==> config.mk <==
export PLATFORM = sky130hd
export DESIGN_NAME = uart_bus_responder
export DESIGN_NICKNAME = d
export VERILOG_FILES = /design/src/rtl/uart_bus_responder.sv
export SDC_FILE = /design/constraint.sdc
export NUM_CORES = 1
export LEC_CHECK = 0
export ABC_AREA = 1
export CORE_MARGIN = 2
export CORE_UTILIZATION = 55
export DETAILED_ROUTE_END_ITERATION = 16
export PLACE_DENSITY = 0.77
export SLEW_MARGIN = 20
export SYNTH_ARGS = -nofsm -noshare
export SYNTH_HDL_FRONTEND = slang
export SYNTH_SLANG_ARGS = --single-unit
==> constraint.sdc <==
create_clock -name clk -period 2.9 [get_ports clk]
set_input_delay 0.435 -clock clk [delete_from_list [all_inputs] [get_ports clk]]
set_output_delay 0.435 -clock clk [all_outputs]
set_load 0.005 [all_outputs]
==> src/rtl/uart_bus_responder.sv <==
// uart_bus_responder: device-side model of the board UART chip.
// It takes CPU writes into a holding register and serialises them on txd (8N1).
// It deserialises rxd into a receive buffer that the CPU reads with rdn.
// It also drives the wrn/rdn handshake flags: tbre, tsre, data_ready and overrun.
module uart_bus_responder #(
    parameter int CLK_DIV = 16
) (
    input  logic       clk,
    input  logic       rst,
    input  logic       wrn,
    input  logic       rdn,
    input  logic [7:0] bus_in,
    output logic [7:0] bus_out,
    output logic       bus_oe,
    output logic       data_ready,
    output logic       tbre,
    output logic       tsre,
    output logic       overrun,
    output logic       txd,
    input  logic       rxd
);

    localparam int CNT_W = $clog2(CLK_DIV);
    localparam logic [CNT_W-1:0] BIT_LAST = CNT_W'(CLK_DIV - 1);
    localparam logic [CNT_W-1:0] BIT_MID  = CNT_W'(CLK_DIV / 2 - 1);
    localparam logic [CNT_W-1:0] CNT_ONE  = CNT_W'(1);

    typedef enum logic [1:0] {
        ST_IDLE,
        ST_START,
        ST_DATA,
        ST_STOP
    } uart_state_e;

    // CPU strobe history, used for edge detection
    logic wrn_q, rdn_q;
    logic wr_fall, rd_rise;

    // transmit side
    uart_state_e      tx_state_q, tx_state_d;
    logic [CNT_W-1:0] tx_cnt_q, tx_cnt_d;
    logic [2:0]       tx_idx_q, tx_idx_d;
    logic [7:0]       thr_q, thr_d;
    logic [7:0]       tsr_q, tsr_d;
    logic             tbre_q, tbre_d;
    logic             tsre_q, tsre_d;
    logic             txd_q, txd_d;
    logic             tx_bit_end, tx_load;

    // receive side
    logic             rx_meta_q, rx_sync_q, rx_prev_q;
    uart_state_e      rx_state_q, rx_state_d;
    logic [CNT_W-1:0] rx_cnt_q, rx_cnt_d;
    logic [2:0]       rx_idx_q, rx_idx_d;
    logic [7:0]       rx_shift_q, rx_shift_d;
    logic [7:0]       rbr_q, rbr_d;
    logic             data_ready_q, data_ready_d;
    logic             overrun_q, overrun_d;
    logic             rx_fall, rx_bit_end, rx_mid, rx_done;

    assign wr_fall    = wrn_q & ~wrn;
    assign rd_rise    = ~rdn_q & rdn;

    assign tx_bit_end = (tx_cnt_q == BIT_LAST);
    // A new byte enters the shifter from idle, or straight out of a stop bit when
    // the holding register is already full, so frames run back to back.
    assign tx_load    = ~tbre_q & ((tx_state_q == ST_IDLE) ||
                                   (tx_state_q == ST_STOP && tx_bit_end));

    assign rx_fall    = rx_prev_q & ~rx_sync_q;
    assign rx_bit_end = (rx_cnt_q == BIT_LAST);
    assign rx_mid     = (rx_cnt_q == BIT_MID);
    assign rx_done    = (rx_state_q == ST_STOP) & rx_bit_end & rx_sync_q;

    // State register for both FSMs, their datapaths and the input synchronisers
    // NOTE: sequential state uses non-blocking assignments so every flop samples pre-edge values.
    always_ff @(posedge clk or posedge rst) begin
        if (rst) begin
            wrn_q        <= 1'b1;
            rdn_q        <= 1'b1;
            tx_state_q   <= ST_IDLE;
            tx_cnt_q     <= '0;
            tx_idx_q     <= '0;
            thr_q        <= '0;
            tsr_q        <= '0;
            tbre_q       <= 1'b1;
            tsre_q       <= 1'b1;
            txd_q        <= 1'b1;
            rx_meta_q    <= 1'b1;
            rx_sync_q    <= 1'b1;
            rx_prev_q    <= 1'b1;
            rx_state_q   <= ST_IDLE;
            rx_cnt_q     <= '0;
            rx_idx_q     <= '0;
            rx_shift_q   <= '0;
            rbr_q        <= '0;
            data_ready_q <= 1'b0;
            overrun_q    <= 1'b0;
        end else begin
            wrn_q        <= wrn;
            rdn_q        <= rdn;
            tx_state_q   <= tx_state_d;
            tx_cnt_q     <= tx_cnt_d;
            tx_idx_q     <= tx_idx_d;
            thr_q        <= thr_d;
            tsr_q        <= tsr_d;
            tbre_q       <= tbre_d;
            tsre_q       <= tsre_d;
            txd_q        <= txd_d;
            rx_meta_q    <= rxd;
            rx_sync_q    <= rx_meta_q;
            rx_prev_q    <= rx_sync_q;
            rx_state_q   <= rx_state_d;
            rx_cnt_q     <= rx_cnt_d;
            rx_idx_q     <= rx_idx_d;
            rx_shift_q   <= rx_shift_d;
            rbr_q        <= rbr_d;
            data_ready_q <= data_ready_d;
            overrun_q    <= overrun_d;
        end
    end

    // TX next-state: idle -> start -> 8 data bits -> stop -> idle or next start
    // NOTE: every always_comb output gets a default first so no latch is inferred.
    always_comb begin
        tx_state_d = tx_state_q;
        case (tx_state_q)
            ST_IDLE:  if (!tbre_q) tx_state_d = ST_START;
            ST_START: if (tx_bit_end) tx_state_d = ST_DATA;
            ST_DATA:  if (tx_bit_end && tx_idx_q == 3'd7) tx_state_d = ST_STOP;
            ST_STOP:  if (tx_bit_end) tx_state_d = tbre_q ? ST_IDLE : ST_START;
            default:  tx_state_d = ST_IDLE;
        endcase
    end

    // TX outputs: the holding register, the shifter, the bit timer and the line driver
    always_comb begin
        thr_d    = thr_q;
        tsr_d    = tsr_q;
        tbre_d   = tbre_q;
        tsre_d   = tsre_q;
        txd_d    = txd_q;
        tx_idx_d = tx_idx_q;
        tx_cnt_d = (tx_state_q == ST_IDLE || tx_bit_end) ? '0 : tx_cnt_q + CNT_ONE;

        // A write is accepted only into an empty holding register. It cannot
        // collide with tx_load, because tx_load needs tbre low.
        if (wr_fall && tbre_q) begin
            thr_d  = bus_in;
            tbre_d = 1'b0;
        end

        if (tx_load) begin
            tsr_d  = thr_q;
            tbre_d = 1'b1;
            tsre_d = 1'b0;
            txd_d  = 1'b0;
        end else if (tx_bit_end) begin
            case (tx_state_q)
                ST_START: begin
                    txd_d    = tsr_q[0];
                    tsr_d    = {1'b0, tsr_q[7:1]};
                    tx_idx_d = 3'd0;
                end
                ST_DATA: begin
                    if (tx_idx_q == 3'd7) begin
                        txd_d = 1'b1;
                    end else begin
                        txd_d    = tsr_q[0];
                        tsr_d    = {1'b0, tsr_q[7:1]};
                        tx_idx_d = tx_idx_q + 3'd1;
                    end
                end
                ST_STOP: tsre_d = 1'b1;
                default: ;
            endcase
        end
    end

    // RX next-state: wait for a start edge, check the start bit at mid-bit, take 8 data bits, then the stop bit
    always_comb begin
        rx_state_d = rx_state_q;
        case (rx_state_q)
            ST_IDLE:  if (rx_fall) rx_state_d = ST_START;
            ST_START: if (rx_mid) rx_state_d = rx_sync_q ? ST_IDLE : ST_DATA;
            ST_DATA:  if (rx_bit_end && rx_idx_q == 3'd7) rx_state_d = ST_STOP;
            ST_STOP:  if (rx_bit_end) rx_state_d = ST_IDLE;
            default:  rx_state_d = ST_IDLE;
        endcase
    end

    // RX outputs: the bit timer, the shifter, the receive buffer and the CPU-visible flags
    always_comb begin
        rx_cnt_d     = rx_cnt_q + CNT_ONE;
        rx_idx_d     = rx_idx_q;
        rx_shift_d   = rx_shift_q;
        rbr_d        = rbr_q;
        data_ready_d = data_ready_q;
        overrun_d    = overrun_q;

        case (rx_state_q)
            ST_IDLE:  rx_cnt_d = '0;
            ST_START: begin
                if (rx_mid) begin
                    rx_cnt_d = '0;
                    rx_idx_d = 3'd0;
                end
            end
            ST_DATA: begin
                if (rx_bit_end) begin
                    rx_cnt_d   = '0;
                    rx_shift_d = {rx_sync_q, rx_shift_q[7:1]};
                    rx_idx_d   = rx_idx_q + 3'd1;
                end
            end
            ST_STOP:  if (rx_bit_end) rx_cnt_d = '0;
            default:  rx_cnt_d = '0;
        endcase

        // When a read completes in the same cycle as a new byte, the new byte
        // wins. The read has consumed the old byte, so this is not an overrun.
        if (rx_done) begin
            rbr_d        = rx_shift_q;
            data_ready_d = 1'b1;
            overrun_d    = rd_rise ? 1'b0 : (overrun_q | data_ready_q);
        end else if (rd_rise) begin
            data_ready_d = 1'b0;
            overrun_d    = 1'b0;
        end
    end

    assign bus_oe     = ~rdn;
    assign bus_out    = rbr_q;
    assign data_ready = data_ready_q;
    assign overrun    = overrun_q;
    assign tbre       = tbre_q;
    assign tsre       = tsre_q;
    assign txd        = txd_q;

endmodule

# ---- Word-level counts from Yosys, hierarchy flattened
# Cells that the tools add are included.
dict set report totals {
  reg_bits 60
  out_inout_bits 14
}
dict set report classes {
  eq_ne 22
  n_bitwise 13
  reduce_logical 24
  mux 38
  addsub 4
}
# operator count
set ops {}
lappend ops {{$mux 8} 3}
lappend ops {{$ne 2x2->1 const B} 10}
lappend ops {{$mux 2} 9}
lappend ops {{$pmux 2 s4} 2}
lappend ops {{$pmux 8 s2} 1}
lappend ops {{$mux 1} 13}
lappend ops {{$mux 4} 3}
lappend ops {{$pmux 3 s2} 2}
lappend ops {{$pmux 4 s3} 1}
lappend ops {{$reduce_and 4->1} 3}
lappend ops {{$reduce_bool 2->1} 6}
lappend ops {{$mux 3} 3}
lappend ops {{$add 4x1->4 const B} 2}
lappend ops {{$eq 2x2->1 const B} 4}
lappend ops {{$eq 4x4->1 const B} 2}
lappend ops {{$add 3x1->3 const B} 2}
lappend ops {{$and 1x1->1} 6}
lappend ops {{$eq 3x3->1 const B} 2}
lappend ops {{$not 1->1} 6}
lappend ops {{$reduce_and 2->1} 3}
lappend ops {{$reduce_and 3->1} 2}
lappend ops {{$eq 2x1->1 const B} 2}
lappend ops {{$eq 4x3->1 const B} 1}
lappend ops {{$logic_and 1x1->1} 4}
lappend ops {{other kinds (7)} 9}

# ---- Longest topological paths before layout
# Gate-level depths: netlist of run 1.
dict set report depth {
  ltp_word 6
  depth_mapped 9
}

# ---- Worst setup path after synthesis of run 1
# OpenSTA, ideal clock, no wires.
dict set report synth_path {
  kind {register to register}
  startpoint {reg tx_state_q[0]}
  endpoint {reg tx_state_q[1]}
  required_ns 2.775
  stages_incl_launch_ff 9
  period_less_slack_ns 1.426
  t_arrival_ns 1.301
  setup_time_ns 0.125
  setup_slack_ns 1.474
  path_buffers 0
  cell_sequence {dfrtp_1 > inv_1 > ha_1 > nor2_4 > inv_1 > o21ai_0 > nand2_1 > nor2_1 > a21oi_1}
}
dict set report synth_via {
  elab_chain_cells 3
  elab_cells_between_ends 10
  cone_classes {7 x eq/ne; 1 x mux; 2 x reduce/logical}
}
# element line_no
set synth_lines {}
lappend synth_lines {{start: declaration} 40} ;# uart_state_e tx_state_q, tx_state_d;
lappend synth_lines {{start signal: assignment} 102} ;# tx_state_q <= tx_state_d;
lappend synth_lines {{$eq 2x2->1 (tied with other cells)} 127} ;# case (tx_state_q)
lappend synth_lines {{$ne 2x2->1 (no line)} n/a}
lappend synth_lines {{$reduce_and 4->1 (no line)} n/a}
# Several ways; a longest one is shown, not always the timed one.
# A chain may end at the register's enable or synchronous reset.

# ---- Worst setup path in the final report of run 1
dict set report layout_path {
  startpoint {in rdn}
  endpoint {out bus_oe}
}
dict set report layout_via {
  elab_chain_cells 1
}
# element line_no
set layout_lines {}
lappend layout_lines {{start: declaration} 11} ;# input logic rdn,
lappend layout_lines {{$not 1->1} 232} ;# assign bus_oe = ~rdn;
lappend layout_lines {{end: declaration} 14} ;# output logic bus_oe,
# Every way passes these cells.

==> summary.txt, run 1 <==
status -> complete, no violations
number of max-cap violations -> 0
WP data required -> 2.47 ns
io pins -> 27
hold_buf cts -> 0
share of cells above drive strength 1 -> 15.6%
Worst R2R End -> tsr_q[1]
area of the die -> 0.00546 mm2
clk sinks -> 60
Max FO, Critical Path -> 3
Critical Path Sink Type -> output pin
port bufs -> 26
RSZ-0062 raised after global routing -> false
Root Driver -> clkbuf_8
post-detail-place hpwl -> 3240 um
clock buffer depth -> 2
hold path cells -> 0
top_reg_cell synth -> dfrtp_1
routed len/inst -> 11.8 um
hold path startpoint -> rx_meta_q
Synth cell types -> 26
Initial Utilization -> 56.9%
Post-CTS Repair Setup Buffers -> 0
Fillers -> 377
clock slew at the register clock pins of the worst setup and hold paths -> 0.06 ns
Yosys top cell area share -> 48.4%
DP Cell Count -> 377
Util after Layout -> 67.4%
Final Routed Wirelength -> 4630 um
flop2flop setup slack -> 1.17 ns
HP Class -> flop to flop
Slew @ Worst Pin -> 0.400 ns
pin count of the biggest net entering global routing -> 23
Leak -> 1.53 nW
Post-synth EDFFs -> 0
Antenna Cells -> 0
setup violators final -> 0
number of global-route vias before repair -> 1847
Syn Area/Cell -> 9.40 um2
Fin. Hold Viols -> 0
CTS H-tree depth -> 3
Synth Net Count -> 310
post-layout total power -> 2.49 mW
most numerous cell in the Yosys netlist -> nand2_1
Synth top cells by count -> nand2_1 (76), dfrtp_1 (52), nand3_1 (33)
asr flop ratio synth -> 100%
post-synthesis register bit count -> 60
# DRC -> 0
final period utilization -> 64.8%
DIE HEIGHT -> 73.9 um
Synth Warn # -> 0
hold endpoint -> rx_sync_q
Iteration-0 DRC Markers -> 94
post-synthesis sequential area ratio -> 56.2%
cell accounting for the most synthesized area -> dfrtp_1
clk_lat worst skew -> 0.34 ns
Setup WS post-layout -> 1.02 ns
number of instances resized during post-cts repair -> 0
Syn-to-layout area delta -> 18.5%
PwrDens -> 781 mW/mm2
Worst R2R Path Depth -> 8
Fmax -> 532 MHz
nets -> 345
crit path kind -> input port to output pin
cts bufs inserted -> 9
Synth area leaders -> dfrtp_1 (48%), nand2_1 (11%), dfstp_2 (7.8%)
TritonRoute pass-1 iters -> 4
initial antenna violation count -> 0
TritonCTS clock tree -> done
Die W -> 73.9 um
WHS -> 0.360 ns
Synth Instances -> 286
reg-to-reg startpoint -> tx_state_q[0]
Core ar. -> 0.00472 mm2
worst vdd ir -> 452 uV
Rel. slew slack -> 73.3%
skew final -> 0.00671 ns
Cell Area, Synth -> 0.00269 mm2
vias -> 1938
Final ANT Viol Nets -> 0
total grt overflow -> 0
Place WS -> 1.02 ns
first-pass GRT wire length -> 7890 um
GPL Wtd Cong -> 0.785
Slew Viols, Final -> 0
Fin Setup TNS -> 0 ns
Via density -> 4.93
Startpoint Class -> input port
GRT Util Overall -> 19.4%
Period minus WS final -> 1.88 ns
final instance area -> 0.00319 mm2
Placed Area -> 0.00302 mm2
arrival time at the worst endpoint -> 1.44 ns
FP Rows -> 25
non-filler instance count after layout -> 393
==> where the power goes <==
group | internal [mW] | total, mW | switching [mW]
combinational | 0.260 | 0.657 | 0.397
clock | 0.330 | 0.656 | 0.326
sequential | 1.04 | 1.17 | 0.135
total | 1.63 | 2.49 | 0.858
==> sequential cells by signal (all words and copies together) (netlist names), named ones only <==
name        count
tbre            1
txd             1
rx_prev_q       1
rx_idx_q        3
rdn_q           1
data_ready      1
bus_out         8
tx_idx_q        3
wrn_q           1
rx_sync_q       1
rx_state_q      1
rx_cnt_q        4
tsr_q           8
rx_shift_q      8
rx_meta_q       1
tsre            1
overrun         1
thr_q           8
tx_state_q      2
tx_cnt_q        4
==> critical path: stages <==
cell and delay [ns]:
clkdlybuf4s50_1 0.43, inv_1 0.09, clkdlybuf4s50_1 0.50
==> per-layer routing <==
layer  vias to the layer above  global-route usage [%]  share of wire (%)  wire, um
met5                         -                       0                  0         0
met4                         0                    12.1                1.7        80
met3                         7                    4.53                3.8       178
met2                        33                    29.8                 47      2170
met1                       905                    24.7                 48      2200
li1                        993                       -                  -         -
==> cells by family (layout without fill, tap and decap cells) <==
family / Yosys count / in the layout / share of synthesized area (%)
XOR/XNOR: 1 / 1 / 0.326
adder cells (fa/ha/maj): 11 / 11 / 5.12
buffers and inverters: 35 / 75 / 5.54
flip-flops: 60 / 60 / 56.2
AO/OA/AOI/OAI: 36 / 36 / 8.14
AND/OR/NAND/NOR: 143 / 143 / 24.7
==> cells in the final DEF (no fill, tap or decap), drive strengths merged, types with 2 or more instances in the layout <==
cell / n
dfstp: 8
ha: 11
nor2: 20
clkinvlp: 2
clkbuf: 12
inv: 29
o211ai: 2
clkinv: 4
nand2: 84
nand4: 2
clkdlybuf4s50: 26
buf: 2
dfrtp: 52
o21ai: 30
a21oi: 4
nand3: 34
==> worst max-delay path by stage <==
stage	from	slack, ns	cells past startpoint	to
after floorplan	rst	0.99	1	asynchronous set/reset pin
after global placement	rdn	1.04	3	bus_oe
after detailed placement	rdn	1.02	3	bus_oe
after CTS	rdn	1.02	3	bus_oe
after global routing	tx_state_q[0]	0.96	8	tsr_q[2]
final	rdn	1.02	3	bus_oe
==> final cells by class <==
class | count | area, um2 | share of cell area (%)
clock buffer | 12 | 145 | 4.56
tap | 67 | 83.8 | 2.63
sequential | 60 | 1510 | 47.4
inverter | 31 | 116 | 3.65
timing repair buffer | 28 | 275 | 8.64
clock inverter | 4 | 25.0 | 0.786
multi-input combinational | 191 | 1030 | 32.3
(Power assumes the default switching activity.)
==> run 2: changes to the inputs <==
Settings changed: CORE_UTILIZATION 55 to 51, PLACE_DENSITY 0.77 to 0.76.
Clock period 2.9 ns to 1.7 ns, I/O delays scaled along.
==> run 2 against run 1 <==
Against the previous run: combinational power rose by 77%; global-route usage fell by 2.6 points; first-iteration DRC count rose by 19%; worst hold slack got worse by 0.029 ns; die area rose by 7.4%; register-to-register slack got worse by 1.0 ns; power rose by 71%; setup slack got worse by 0.94 ns; final cell count rose by 1.0%; sequential power rose by 70%; clock power rose by 65%; core utilization fell by 4.5 points; critical path type is now flop to output pin.
==> summary.txt, run 2 (synthesis results as in run 1) <==
Fin. Hold Viols -> 0
first-pass GRT wire length -> 7890 um
Fmax -> 618 MHz
most common cell after layout, fill and taps aside -> nand2_1
routed len/inst -> 11.0 um
TritonRoute pass-1 iters -> 4
Root Driver -> clkbuf_8
Period minus WS final -> 1.62 ns
Final ANT Viol Nets -> 0
Buf+Inv Stages, Crit Path -> 1
GPL Wtd Cong -> 0.898
status -> complete, no violations
Syn-to-layout area delta -> 19.6%
WP data required -> 1.44 ns
share of cells above drive strength 1 -> 17.1%
reg-to-reg startpoint -> tx_state_q[0]
post-detail-place hpwl -> 2980 um
io pins -> 27
FP Rows -> 26
hold_buf cts -> 0
max incr delay on CP -> 0.54 ns
area of the die -> 0.00587 mm2
Final Routed Wirelength -> 4370 um
Iteration-0 DRC Markers -> 112
Slew @ Worst Pin -> 0.352 ns
WHS -> 0.331 ns
CP top delay family -> flip-flops
clock buffer depth -> 2
final instance area -> 0.00322 mm2
CTS H-tree depth -> 3
crit path launch -> tbre
Slew Viols, Final -> 0
Leak -> 1.53 nW
hold path startpoint -> rxd
non-filler instance count after layout -> 397
nets -> 346
Rel. slew slack -> 76.4%
Die W -> 76.6 um
GRT Util Overall -> 16.8%
commonest non-fill, non-tap cells in the layout -> nand2_1 (76), dfrtp_1 (52), nand3_1 (33)
clock slew at the register clock pins of the worst setup and hold paths -> 0.07 ns
clk sinks -> 60
Startpoint Class -> flop
DIE HEIGHT -> 76.6 um
Placed Area -> 0.00304 mm2
Antenna Cells -> 0
setup violators final -> 0
Max FO, Critical Path -> 3
DP Cell Count -> 380
PwrDens -> 1320 mW/mm2
number of max-cap violations -> 0
vias -> 1969
final period utilization -> 95.2%
pin count of the biggest net entering global routing -> 61
slowest CP cell -> dfstp_2
Via density -> 4.96
crit path kind -> flop to output pin
Fin Setup TNS -> 0 ns
arrival time at the worst endpoint -> 1.36 ns
worst vdd ir -> 754 uV
Core ar. -> 0.00511 mm2
Initial Utilization -> 52.6%
cts bufs inserted -> 9
number of global-route vias before repair -> 1881
RSZ-0062 raised after global routing -> false
clk_lat worst skew -> 0.33 ns
skew final -> 0.00743 ns
total grt overflow -> 0
HP Class -> input port to flop
FF+latch area -> 0.00151 mm2
initial antenna violation count -> 0
Setup WS post-layout -> 0.0809 ns
multi-input logic area -> 0.00103 mm2
critical-path cell list -> clkdlybuf4s50_1
Fillers -> 451
TritonCTS clock tree -> done
Critical Path Sink Type -> output pin
Place WS -> 0.0908 ns
# DRC -> 0
port bufs -> 26
==> run 2: report_power, final <==
group	total [mW]	internal, mW	switching, mW
clock network	1.08	0.519	0.564
logic	1.16	0.477	0.687
registers	1.99	1.77	0.223
==> run 2: per-stage QoR <==
| step | utilization [%] | power [mW] |
|---|---|---|
| after floorplan | - | 2.85 |
| after detailed placement | 59.4 | 3.15 |
| after global routing | 63.0 | 4.56 |
| after global placement | 59.4 | 3.11 |
| after CTS | 62.7 | 4.24 |
| final | 63.0 | 4.24 |
==> run 2: worst paths after layout <==
path,to,slack (ns),cells past startpoint
worst max-delay path,tbre,0.08,1
worst min-delay path,rx_meta_q,0.33,1
worst max register to register,tsr_q[6],0.15,8
worst min register to register,rx_sync_q,0.36,0
max in group asynchronous,txd,1.03,3
min in group asynchronous,tx_state_q[1],0.35,3
==> run 2: repair_timing <==
item                                   4_1_cts  5_1_grt
setup endpoints to repair                    0       14
setup buffers                                0        1
endpoints found under the hold margin        0        0
resized for setup                            0        2
==> run 2: area by class of cell <==
class                      count  area share, %
clock inverter                 7           1.36
multi-input combinational    191           32.0
inverter                      31           3.85
clock buffer                   9           3.85
timing repair buffer          29           9.18
tap                           70           2.72
sequential                    60           47.0
==> run 2: worst reg2reg max path: stages, from the launching register on <==
cell and delay, ns:
dfrtp_1 0.40, buf_4 0.15, ha_1 0.24, nand2_2 0.09, nand2_2 0.06, nand2_4 0.11, clkinvlp_4 0.19, nand2_1 0.11
nand3_1 0.08
==> run 2: per-layer routing <==
metal	up-vias	track usage (%)	part of all wire, %
met2	41	24.9	45
met1	926	22.7	49
met5	-	0	0
met3	11	3.55	3.4
li1	991	-	-
met4	0	10.2	2.7
==> run 3: changes to the inputs <==
Settings changed: CORE_UTILIZATION 51 to 55, PLACE_DENSITY 0.76 to not set, PLACE_DENSITY_LB_ADDON set to 0.05.
Clock period 1.7 ns to 1.55 ns, I/O delays scaled along.
==> run 3 against run 2 <==
Against the previous run: flip-flop and latch count did not move; die area shrank 6.9%; worst hold slack got worse by 0.039 ns; sequential power is 10% higher; critical path type is now flop to flop; combinational power increased by 34%; sequential share of layout area down 2.8 points; first-iteration DRC count rose by 15%; count of clock-buffer cells in the layout rose by 1; register-to-register slack worse by 0.12 ns; critical endpoint is now tx_idx_q[0]; non-clock buffer count up 10; clock skew up 0.0024 ns; global-route usage is 3.1 points higher.
==> summary.txt, run 3 (synthesis results as in run 1) <==
Period minus WS final -> 1.52 ns
post-layout total power -> 5.31 mW
clk sinks -> 60
Sw Ratio -> 32.9%
initial antenna violation count -> 0
hold_buf cts -> 0
Util after Layout -> 72.3%
Die W -> 73.9 um
GRT Util Overall -> 19.9%
pin count of the biggest net entering global routing -> 41
Fin. Hold Viols -> 0
Fmax -> 658 MHz
switching power -> 1.75 mW
Syn-to-layout area delta -> 27.1%
share of cells above drive strength 1 -> 23.1%
DIE HEIGHT -> 73.9 um
WHS -> 0.292 ns
CTS H-tree depth -> 3
Fillers -> 356
WP data required -> 1.77 ns
Internal -> 3.57 mW
clk_lat worst skew -> 0.34 ns
Max FO, Critical Path -> 18
area of the die -> 0.00546 mm2
Placed Area -> 0.00310 mm2
crit path kind -> flop to flop
number of max-cap violations -> 0
Root Driver -> clkbuf_8
Antenna Cells -> 0
status -> complete, no violations
Rel. slew slack -> 80.6%
clock slew at the register clock pins of the worst setup and hold paths -> 0.06 ns
io pins -> 27
vias -> 2005
most common cell after layout, fill and taps aside -> nand2_1
setup violators final -> 0
Via density -> 4.95
PwrDens -> 1560 mW/mm2
Startpoint Class -> flop
non-filler instance count after layout -> 405
Iteration-0 DRC Markers -> 129
nets -> 357
port bufs -> 26
clock share of power -> 29.4%
GPL Wtd Cong -> 0.792
commonest non-fill, non-tap cells in the layout -> nand2_1 (72), dfrtp_1 (52), nand3_1 (33)
post-detail-place hpwl -> 3130 um
Final Routed Wirelength -> 4820 um
Leak -> 1.63 nW
clock buffer depth -> 2
worst vdd ir -> 874 uV
Initial Utilization -> 56.9%
Critical Path Sink Type -> flop
first-pass GRT wire length -> 8090 um
Slew @ Worst Pin -> 0.288 ns
routed len/inst -> 11.9 um
final period utilization -> 98.1%
combinational share of power -> 29.4%
Final ANT Viol Nets -> 0
final instance area -> 0.00342 mm2
Slew Viols, Final -> 0
RSZ-0062 raised after global routing -> true
Sequential Power Share -> 41.2%
Worst R2R Path Depth -> 9
DP Cell Count -> 384
FP Rows -> 25
TritonRoute pass-1 iters -> 4
HP Class -> input port to asynchronous set/reset pin
number of global-route vias before repair -> 1836
cts bufs inserted -> 9
total grt overflow -> 0
Core ar. -> 0.00472 mm2
TritonCTS clock tree -> done
arrival time at the worst endpoint -> 1.74 ns
# DRC -> 0
skew final -> 0.00985 ns
run 3: worst paths after layout:
kind / from / endpoint / slack, ns
worst max register to register: tx_state_q[1] / tx_idx_q[0] / 0.03
min in group clk: rxd / rx_meta_q / 0.30
worst max-delay path: tx_state_q[1] / tx_idx_q[0] / 0.03
worst min-delay path: rst / tx_cnt_q[0] / 0.29
worst min register to register: rx_meta_q / rx_sync_q / 0.36
max in group asynchronous: rst / rdn_q / 0.97
run 3: cell type report:
type / count / area (um2) / area share, %
repair buffers: 39 / 390 / 11.4
clock buffers: 10 / 138 / 4.03
well taps: 67 / 83.8 / 2.45
clock inverters: 6 / 86.3 / 2.53
inverters: 31 / 124 / 3.63
flip-flops and latches: 60 / 1510 / 44.2
multi-input cells: 192 / 1080 / 31.7
run 3: metrics by stage:
stage | setup TNS [ns] | worst slack (ns)
after global routing | -0.127 | -0.0312
final | 0 | 0.0299
after global placement | 0 | 0.0273
after floorplan | 0 | 0.124
after detailed placement | 0 | 0.00904
after CTS | -0.00923 | -0.00923
run 3: power groups by stage:
stage          clock network [mW]  registers [mW]  logic (mW)
4_1_cts                      1.59            2.17        1.36
3_5_place_dp                    0            2.20        1.32
5_1_grt                      1.66            2.23        1.77
2_1_floorplan                   0            2.16       0.970
3_3_place_gp                    0            2.19        1.29
6_report                     1.56            2.19        1.56
run 3: timing repair:
item                                   CTS  global route
endpoints found under the hold margin    0             0
setup endpoints to repair                5            14
buffers inserted                         1             3
gates resized for setup                  6            17
pin swaps                                1             6
cloned                                   1             0
run 3: worst max-delay path: stages, from the launching register on:
cell	delay (ns)
dfrtp_1	0.43
inv_2	0.10
ha_1	0.21
inv_1	0.10
nand2_2	0.09
nand2_4	0.09
buf_8	0.16
nand2_4	0.08
nand2_1	0.07
o21ai_1	0.07
run 3: routing by layer:
metal,up-vias,GRT usage (%),part of all wire (%)
met2,44,28.5,46
met1,938,27.4,49
met4,0,12.3,1.7
met3,7,4.53,3.6
li1,1016,-,-
met5,-,0,0
